$ cat src/rtl/mem_arb_pkg.sv
// mem_arb_pkg: shared owner encoding and grant selection for mem_arbiter.
package mem_arb_pkg;

    typedef enum logic [1:0] {OWN_NONE, OWN_IF, OWN_D} owner_e;

    localparam int WORD_OFS_W = 2;

    function automatic owner_e sel_grant(input logic if_v, input logic d_v, input logic starved);
        return (d_v && !(if_v && starved)) ? OWN_D : (if_v ? OWN_IF : OWN_NONE);
    endfunction

endpackage

$ cat src/rtl/mem_arbiter.sv
// mem_arbiter: shares one single-port synchronous memory between fetch and data ports,
// data-first with a starvation guard that periodically forces a fetch grant.
module mem_arbiter
    import mem_arb_pkg::*;
#(
    parameter int ADDR_W       = 32,
    parameter int DATA_W       = 32,
    parameter int STARVE_LIMIT = 4
) (
    input  logic                       clk,
    input  logic                       reset,
    input  logic                       if_req_valid,
    output logic                       if_req_ready,
    input  logic [ADDR_W-1:0]          if_addr,
    output logic                       if_rsp_valid,
    output logic [DATA_W-1:0]          if_rdata,
    input  logic                       d_req_valid,
    output logic                       d_req_ready,
    input  logic [ADDR_W-1:0]          d_addr,
    input  logic                       d_we,
    input  logic [DATA_W/8-1:0]        d_wstrb,
    input  logic [DATA_W-1:0]          d_wdata,
    output logic                       d_rsp_valid,
    output logic [DATA_W-1:0]          d_rdata,
    output logic                       mem_en,
    output logic                       mem_we,
    output logic [DATA_W/8-1:0]        mem_wstrb,
    output logic [ADDR_W-WORD_OFS_W-1:0] mem_addr,
    output logic [DATA_W-1:0]          mem_wdata,
    input  logic [DATA_W-1:0]          mem_rdata
);

    localparam int CNT_W = STARVE_LIMIT > 0 ? $clog2(STARVE_LIMIT + 1) : 1;

    owner_e              owner_q, win;
    logic                we_q, sat, d_streak;
    logic [CNT_W-1:0]    starve_cnt_q, starve_cnt_d;
    logic [DATA_W-1:0]   if_rdata_q, d_rdata_q;
    logic [ADDR_W-1:0]   sel_addr;

    assign sat          = starve_cnt_q == CNT_W'(STARVE_LIMIT);
    assign win          = reset ? OWN_NONE : sel_grant(if_req_valid, d_req_valid, STARVE_LIMIT != 0 && sat);
    assign d_streak     = win == OWN_D && if_req_valid;
    assign starve_cnt_d = !d_streak ? '0 : sat ? starve_cnt_q : starve_cnt_q + 1'b1;

    assign if_req_ready = win == OWN_IF;
    assign d_req_ready  = win == OWN_D;
    assign sel_addr     = d_req_ready ? d_addr : if_addr;
    assign mem_en       = win != OWN_NONE;
    assign mem_we       = d_req_ready && d_we;
    assign mem_wstrb    = mem_we ? d_wstrb : '0;
    assign mem_addr     = (ADDR_W-WORD_OFS_W)'(sel_addr >> WORD_OFS_W);
    assign mem_wdata    = d_wdata;

    // Responses pass mem_rdata straight through; the _q copies hold it between responses.
    assign if_rsp_valid = !reset && owner_q == OWN_IF;
    assign d_rsp_valid  = !reset && owner_q == OWN_D;
    assign if_rdata     = if_rsp_valid ? mem_rdata : if_rdata_q;
    assign d_rdata      = d_rsp_valid ? (we_q ? '0 : mem_rdata) : d_rdata_q;

    always_ff @(posedge clk) begin
        if (reset) begin
            owner_q      <= OWN_NONE;
            we_q         <= 1'b0;
            starve_cnt_q <= '0;
            if_rdata_q   <= '0;
            d_rdata_q    <= '0;
        end else begin
            owner_q      <= win;
            we_q         <= mem_we;
            starve_cnt_q <= starve_cnt_d;
            if_rdata_q   <= if_rdata;
            d_rdata_q    <= d_rdata;
        end
    end

endmodule

$ cat config.mk
export PLATFORM = sky130hd
export DESIGN_NAME = mem_arbiter
export DESIGN_NICKNAME = d
export VERILOG_FILES = /design/src/rtl/mem_arb_pkg.sv /design/src/rtl/mem_arbiter.sv
export SDC_FILE = /design/constraint.sdc
export NUM_CORES = 1
export LEC_CHECK = 0
export CAP_MARGIN = 25
export CORE_MARGIN = 1.5
export CORE_UTILIZATION = 35
export CTS_CLUSTER_SIZE = 8
export DETAILED_ROUTE_END_ITERATION = 6
export DONT_BUFFER_PORTS = 1
export SLEW_MARGIN = 20
export SYNTH_ARGS = -nofsm -noshare
export SYNTH_HDL_FRONTEND = slang
export SYNTH_SLANG_ARGS = --single-unit
export TNS_END_PERCENT = 20
$ cat constraint.sdc
create_clock -name clk -period 4.1 [get_ports clk]
set_input_delay 0.615 -clock clk [delete_from_list [all_inputs] [get_ports clk]]
set_output_delay 0.615 -clock clk [all_outputs]
set_load 0.03 [all_outputs]
==> results.md <==
* Outcome: finished, final reports clean
* GPL Wtd Cong at 0.793
* Later-pin clock latency in the skew report at ~330 ps
* Setup slack, reg-to-reg at roughly 2400 ps
* First-pass iteration count of the detailed router at 4
* F_max at 0.337 GHz
* Syn_area_per_cell at 8.23 µm²
* Min Tclk post-route at roughly 3000 ps
* Worst Skew at 8.49 ps
* Pwr Density at around 380 nW/µm²
* WS Path Type: reg2out
* CTS tree: yes
* Worst Path Arrival at between 2000 and 2500 ps
* Synth unique cells at 27
* CTS max path bufs at 2
* Post-detail-place hpwl at 8320 µm
* Crit path from: starve_cnt_q[0]
* Postcts setup bufs at 0
* Fillers at 1,074
* CTS buffer count at 9
* Drt drc at 0
* Synth Warn # at 0
* Syn Nets at 586
* CTS H-tree depth at 3
* WP data required at 3480 ps
* Final non-filler cell total at 543
* Initial core utilization at 35.8%
* Layout cells sized above 1 at 26.9%
* GRT Residual Overflow at 0
* Hold Path Origin: reset
* Crit end category: output pin
* Post-CTS Resized at 0
* Clock root buffer master: clkbuf_8
* Die width at around 110 µm
* Placed Cells incl. Taps at 526
* Fin. Hold Viols at 0
* Die Y-Extent at 106 µm
* Setup TNS at 0 ps
* Nets at 540
* Yosys reg bits at 70
* IO Port Bufs at 0
* Gr usage total at a little under a fifth
* Post-synthesis cell type with the largest combined area: dfxtp_1
* Post-Syn Instances at roughly 450
* CORE AREA at 10,300 µm²
* Count of clock tree sinks at 70
* Hold Path Class: in2reg
* Die area at 11,100 µm²
* Cell Rows at 37
* Clock slew at reported path FFs at 70 ps
* Top-area cell type share of the netlist area at 38.1%
* Unrepaired setup endpoints after global routing: false
* Io pins at approximately 270
* R2r startpoint: owner_q[1]
* Headroom to the max-slew limit at 44.0%
* Total number of vias at 2,817
* Hold buffers post-CTS at 0
* Post-DR vias/cell at 5.19
* Initial antenna violation count at 3
* WL/cell at 20.2 µm
* Synth Cell Area at roughly 3700 µm²
* Final wirelength at 10,900 µm
* First-pass GRT wire length at 15,600 µm
* Slew Limit Fails at 0
* # setup viols final at 0
* Largest net degree at the start of global routing at 71
* Maxcap violations at 0
* Crit share post-route at between 70 and 80%
* Crit path max fanout at 35
* Post-synthesis sequential area ratio at about two fifths
* Area growth, synth to finish at -1.43%
* Pleak at 1.52 nW
* Peak supply drop at 0.142 mV
* Type of origin of the critical path: flop
* Antenna Nets Post-Route at 0
* Worst-margin pin slew at 840 ps
* DRT iter0 DRCs at between 150 and 200
* Vias in the first global route at 2,598
* Area contributors post-synth: dfxtp_1 (38%), nand2_1 (17%), mux2_2 (9.2%), buf_4 (7.7%), nand3_2 (7.6%)
-- state kept, by name (all words and copies together), names as in the netlist --
| name | flops |
|---|---|
| if_rdata_q | 32 |
| d_rdata_q | 32 |
| owner_q | 2 |
| we_q | 1 |
| starve_cnt_q | 3 |
-- cell type report --
cell class	instances	area, µm²	share of cell area, %
sequential	70	1400	38.6
clock inverter	5	27.5	0.759
inverter	4	20.0	0.552
antenna	2	5.00	0.138
timing repair buffer	3	22.5	0.621
clock buffer	10	128	3.52
tap	136	170	4.69
multi-input combinational	313	1850	51.1
-- through the flow --
stage / util (%) / hold slack (ps) / cell area, µm² / power [mW] / worst slack [ps]
after CTS: 35.3 / 314 / 3620 / 1.39 / 1110
after floorplan: - / 425 / 3680 / 0.971 / 1760
after global routing: 35.3 / 314 / 3630 / 1.42 / 982
after detailed placement: 33.7 / 449 / 3470 / 0.926 / 1420
after global placement: 33.7 / 437 / 3470 / 0.924 / 1440
final: 35.3 / 344 / 3630 / 1.36 / 1130
-- synthesized netlist by cell type (all sizes together) --
| master | n |
|---|---|
| nor2 | 5 |
| and3 | 6 |
| inv | 3 |
| nand3b | 1 |
| nand2b | 1 |
| ha | 2 |
| dfxtp | 70 |
| nand2 | 162 |
| clkinv | 1 |
| and2 | 2 |
| mux2i | 1 |
| mux2 | 30 |
| or3b | 2 |
| clkbuf | 7 |
| a21oi | 66 |
| nor2b | 1 |
| and4 | 1 |
| buf | 53 |
| nor3b | 1 |
| nand3 | 32 |
-- path summary, 6_finish.rpt --
| check | end | cells past startpoint |
|---|---|---|
| worst max-delay path | mem_addr[13] | 5 |
| worst min-delay path | d_rdata_q[16] | 1 |
| worst min register to register | if_rdata_q[21] | 2 |
| worst max register to register | if_rdata_q[22] | 4 |
-- report_power, final --
part	internal, mW	switching (mW)
sequential	0.693	0.00390
clock	0.212	0.243
combinational	0.0446	0.168
total	0.949	0.414
-- cells by family (layout without fill, tap and decap cells) --
kind of cell	after synthesis	count (layout)	synth area share [%]
AO/OA/AOI/OAI	66	66	11.8
other	0	2	0
AND/OR/NAND/NOR	214	214	28.2
adder cells (fa/ha/maj)	2	2	0.680
multiplexers	31	31	9.45
buffers and inverters	64	22	11.8
flip-flops	70	70	38.1
-- per-layer routing --
layer	track usage, %	wire length, µm
met1	19.0	3800
met5	0	12
met3	11.4	1480
met2	32.2	5520
met4	6.27	133
-- cell usage in the layout, fill, tap and decap left out, types with 3 or more instances in the layout --
master    instances
a21oi_2          28
nor2_1            4
clkbuf_8          9
buf_4             3
clkinv_2          4
nand2_1         162
mux2_2           30
dfxtp_1          70
nand3_2          28
and3_1            6
a21oi_1          38
nand3_1           4
-- worst max-delay path, cell delays in order, from the launching register on --
cell,delay (ps)
dfxtp_1,370
inv_1,60
ha_1,220
nand3_1,120
and2_2,710
mux2_2,530
(Power assumes the default switching activity.)
==> variant 1 (same flow settings) <==
Re-encode `owner_e` (3 values) as one-hot, 3 bits wide.
--- a/src/rtl/mem_arb_pkg.sv
+++ b/src/rtl/mem_arb_pkg.sv
@@ -1,7 +1,7 @@
 // mem_arb_pkg: shared owner encoding and grant selection for mem_arbiter.
 package mem_arb_pkg;
 
-    typedef enum logic [1:0] {OWN_NONE, OWN_IF, OWN_D} owner_e;
+    typedef enum logic [2:0] {OWN_NONE = 3'b001, OWN_IF = 3'b010, OWN_D = 3'b100} owner_e;
 
     localparam int WORD_OFS_W = 2;
 
Formal check against the unedited RTL: same outputs for any inputs over 10 cycles, from zero or initial values and one cycle with reset high; not proved beyond that.
==> variant 1 against the unedited design <==
- die area shrank 5.0%
- synthesized cell count grew 0.45%
- sequential cell count grew 1
- area after synthesis shrank 5.2%
- final area shrank 3.1%
- hold slack lost 11 ps
- count of clock-buffer cells in the layout grew 1
- setup slack gained 1.8 ps
- final cell count shrank 0.18%
- total power grew 8.4%
- non-clock buffer count grew 1
- routed wire length shrank 12%
- highest routed layer is now met4
==> variant 1: results (changes against the unedited design) <==
drive_gt1_share_pct: 15.6  # was 26.9%
place.gp.congestion: 0.832  # was 0.793
clock_latency_ps: 350  # was 330 ps
placed_cell_area_sq_um: 3290  # was 3470 sq um
grt_pass1_wl_um: 12900  # was 15600 um
yosysTopAreaCellShare_pct: 40.7  # was 38.1%
ys_seq_area_share_pct: 40.7  # was 38.1%
antenna_found_initial: 0  # was 3
grtUsageTotal_pct: 16.7  # was 18.8%
nFillCells: 1025  # was 1074
nNetsFinal: 543  # was 540
diodes: 0  # was 2
synth_area_leaders: "dfxtp_1, nand2_1, mux2_2, a21oi_1, buf_4"  # was dfxtp_1, nand2_1, mux2_2, buf_4, nand3_2
internal_power_w: 0.00109  # was 0.000949 W
dp_slack_ps: 1280  # was 1420 ps
synth_top_cells_by_count: "nand2_1, dfxtp_1, a21oi_1"  # was nand2_1, dfxtp_1, a21oi_1, buf_4, mux2_2
run_status: "finished, final reports clean"  # unchanged
drt_iter0_drc: 120  # was 160
grt_pass1_vias: 2317  # was 2598
via_per_inst: 5.10  # was 5.19
detailed_place_hpwl_um: 7090  # was 8320 um
drt_wl_total_um: 9610  # was 10900 um
ys_types: 29  # was 27
leakagePower_nw: 1.56  # was 1.52 nW
syn_nets: 588  # was 586
## variant 1: layout make-up
class / count / area [sq um] / share of cell area (%)
clock buffers: 11 / 141 / 4.02
clock inverters: 5 / 81.3 / 2.31
inverters: 5 / 23.8 / 0.676
multi-input cells: 313 / 1650 / 47.0
flip-flops and latches: 71 / 1420 / 40.4
well taps: 133 / 166 / 4.73
repair buffers: 4 / 30.0 / 0.854
## variant 1: layer usage
layer  wire [um]  global-route usage, %  up-vias
li1            -                      -     1354
met1        3610                   18.8     1234
met2        4780                   27.4      163
met3        1080                   8.00       11
met4         136                   6.44        0
met5           0                      0        -
## variant 1: stage by stage
| stage | utilization, % | cells | total power, W |
|---|---|---|---|
| 3_5_place_dp | 33.9 | 526 | 0.000875 |
| 6_report | 36.1 | 542 | 0.00148 |
| 3_3_place_gp | 33.9 | 526 | 0.000875 |
| 4_1_cts | 36.1 | 542 | 0.00150 |
| 2_1_floorplan | - | 449 | 0.000925 |
| 5_1_grt | 36.1 | 542 | 0.00154 |
## variant 1: power groups by stage
stage / Clock (W) / Combinational, W / Sequential (W)
5_1_grt: 0.000669 / 0.000167 / 0.000701
6_report: 0.000620 / 0.000159 / 0.000700
3_3_place_gp: 0 / 0.000159 / 0.000716
2_1_floorplan: 0 / 0.000210 / 0.000715
3_5_place_dp: 0 / 0.000160 / 0.000716
4_1_cts: 0.000638 / 0.000160 / 0.000700
## variant 1: path summary, 6_finish.rpt
kind,start,endpoint,slack [ps],cells after the start
worst max-delay path,starve_cnt_q[0],mem_addr[22],1130,5
worst min-delay path,reset,d_rdata_q[11],330,1
worst max register to register,owner_q[0],d_rdata_q[1],2300,5
worst min register to register,d_rdata_q[4],d_rdata_q[4],460,2
## variant 1: cells by family (layout without fill, tap and decap cells)
group	after synthesis	in the layout	share of synthesized area [%]
simple gates	214	214	27.0
fa+ha+maj	2	2	0.717
mux	31	31	9.96
flops	71	71	40.7
compound gates	66	66	9.57
buf+inv	65	25	12.0
==> variant 2 (same settings) <==
Without the edit above. Set the parameter `ADDR_W` to 48 (it was 32).
--- a/src/rtl/mem_arbiter.sv
+++ b/src/rtl/mem_arbiter.sv
@@ -3,7 +3,7 @@
 module mem_arbiter
     import mem_arb_pkg::*;
 #(
-    parameter int ADDR_W       = 32,
+    parameter int ADDR_W       = 48,
     parameter int DATA_W       = 32,
     parameter int STARVE_LIMIT = 4
 ) (
Interface: changed (resized d_addr, if_addr and mem_addr); port bits go from 273 to 321. The function was not compared with the original's and may differ.
==> variant 2 against the unedited design <==
- first-iteration DRC count is 89% higher
- largest cell class unchanged
- setup slack worse by 79 ps
- global-route usage is 1.8 points higher
- sequential cell count stayed put
- final area is 0.21% lower
- area after synthesis is 0.95% lower
- clock power is 24% higher
- via count is 1.7% higher
- total power is 11% higher
- fmax is 2.6% lower
- critical path type unchanged
- routed wire length is 9.6% higher
- count of clock-buffer cells in the layout is 3 higher
- critical path depth stayed put
- non-clock buffer count is 1 higher
==> variant 2: results (changes against the unedited design) <==
run_status: "finished, final reports clean"  # unchanged
reg2reg_depth: 5  # was 4
holdWs_ps: 334  # was 344 ps
crit_slowest_cell: "buf_4"  # was and2_2
hold_end: "d_rdata_q[28]"  # was d_rdata_q[16]
synth_top_cells_by_count: "nand2_1, dfxtp_1, a21oi_1"  # was nand2_1, dfxtp_1, a21oi_1, buf_4, mux2_2
multi_input_area_sq_um: 1790  # was 1850 sq um
cp_max_fo: 53  # was 35
swShare_pct: 29.7  # was 30.4%
grt_pass1_vias: 2583  # was 2598
detailed_place_hpwl_um: 9140  # was 8320 um
yosys.area_share.adder_pct: 0.686  # was 0.680%
drive_gt1_share_pct: 15.6  # was 26.9%
ys_seq_area_share_pct: 38.4  # was 38.1%
final.setup_skew_ps: 6.73  # was 8.49 ps
rrSetupSlack_ps: 2130  # was 2410 ps
leakagePower_nw: 1.58  # was 1.52 nW
grtUsageTotal_pct: 20.6  # was 18.8%
place.gp.congestion: 0.892  # was 0.793
synth_cells: 466  # was 447
clkPwrFrac_pct: 37.3  # was 33.3%
syn_nets: 637  # was 586
nFillCells: 1076  # was 1074
comb_power_w: 0.000249  # was 0.000212 W
placed_cell_area_sq_um: 3410  # was 3470 sq um
stdcell_count: 562  # was 543
drt_iter0_drc: 302  # was 160
max_stage_delay_ps: 590  # was 710 ps
worst_pin_slew_ps: 1050  # was 840 ps
cp_data_arrival_time_ps: 2430  # was 2350 ps
grt_pass1_wl_um: 16500  # was 15600 um
synth_compound_area_share_pct: 10.2  # was 11.8%
crit_end: "mem_addr[8]"  # was mem_addr[13]
==> variant 2: per-layer routing <==
layer	global-route usage [%]	wire length (um)
met5	0	0
met2	32.9	5670
met1	23.2	4540
met3	12.2	1680
met4	5.58	116
==> variant 2: cell type report <==
cell class              instances  share of cell area [%]
diodes                          2                   0.138
clock buffers                  13                    4.39
clock inverters                 3                    1.17
inverters                       6                   0.657
multi-input cells             328                    49.4
flip-flops and latches         70                    38.7
well taps                     136                    4.70
repair buffers                  4                   0.829
==> variant 2: per-stage QoR <==
| stage | setup slack (ps) | power [W] |
|---|---|---|
| after floorplan | 1660 | 0.00101 |
| after global placement | 1140 | 0.000960 |
| after detailed placement | 1150 | 0.000961 |
| after CTS | 1040 | 0.00153 |
| after global routing | 884 | 0.00156 |
| final | 1050 | 0.00151 |
==> variant 2: cells by family after synthesis <==
group | Yosys count
mux | 47
simple gates | 211
buf+inv | 68
compound gates | 68
fa+ha+maj | 2
flops | 70
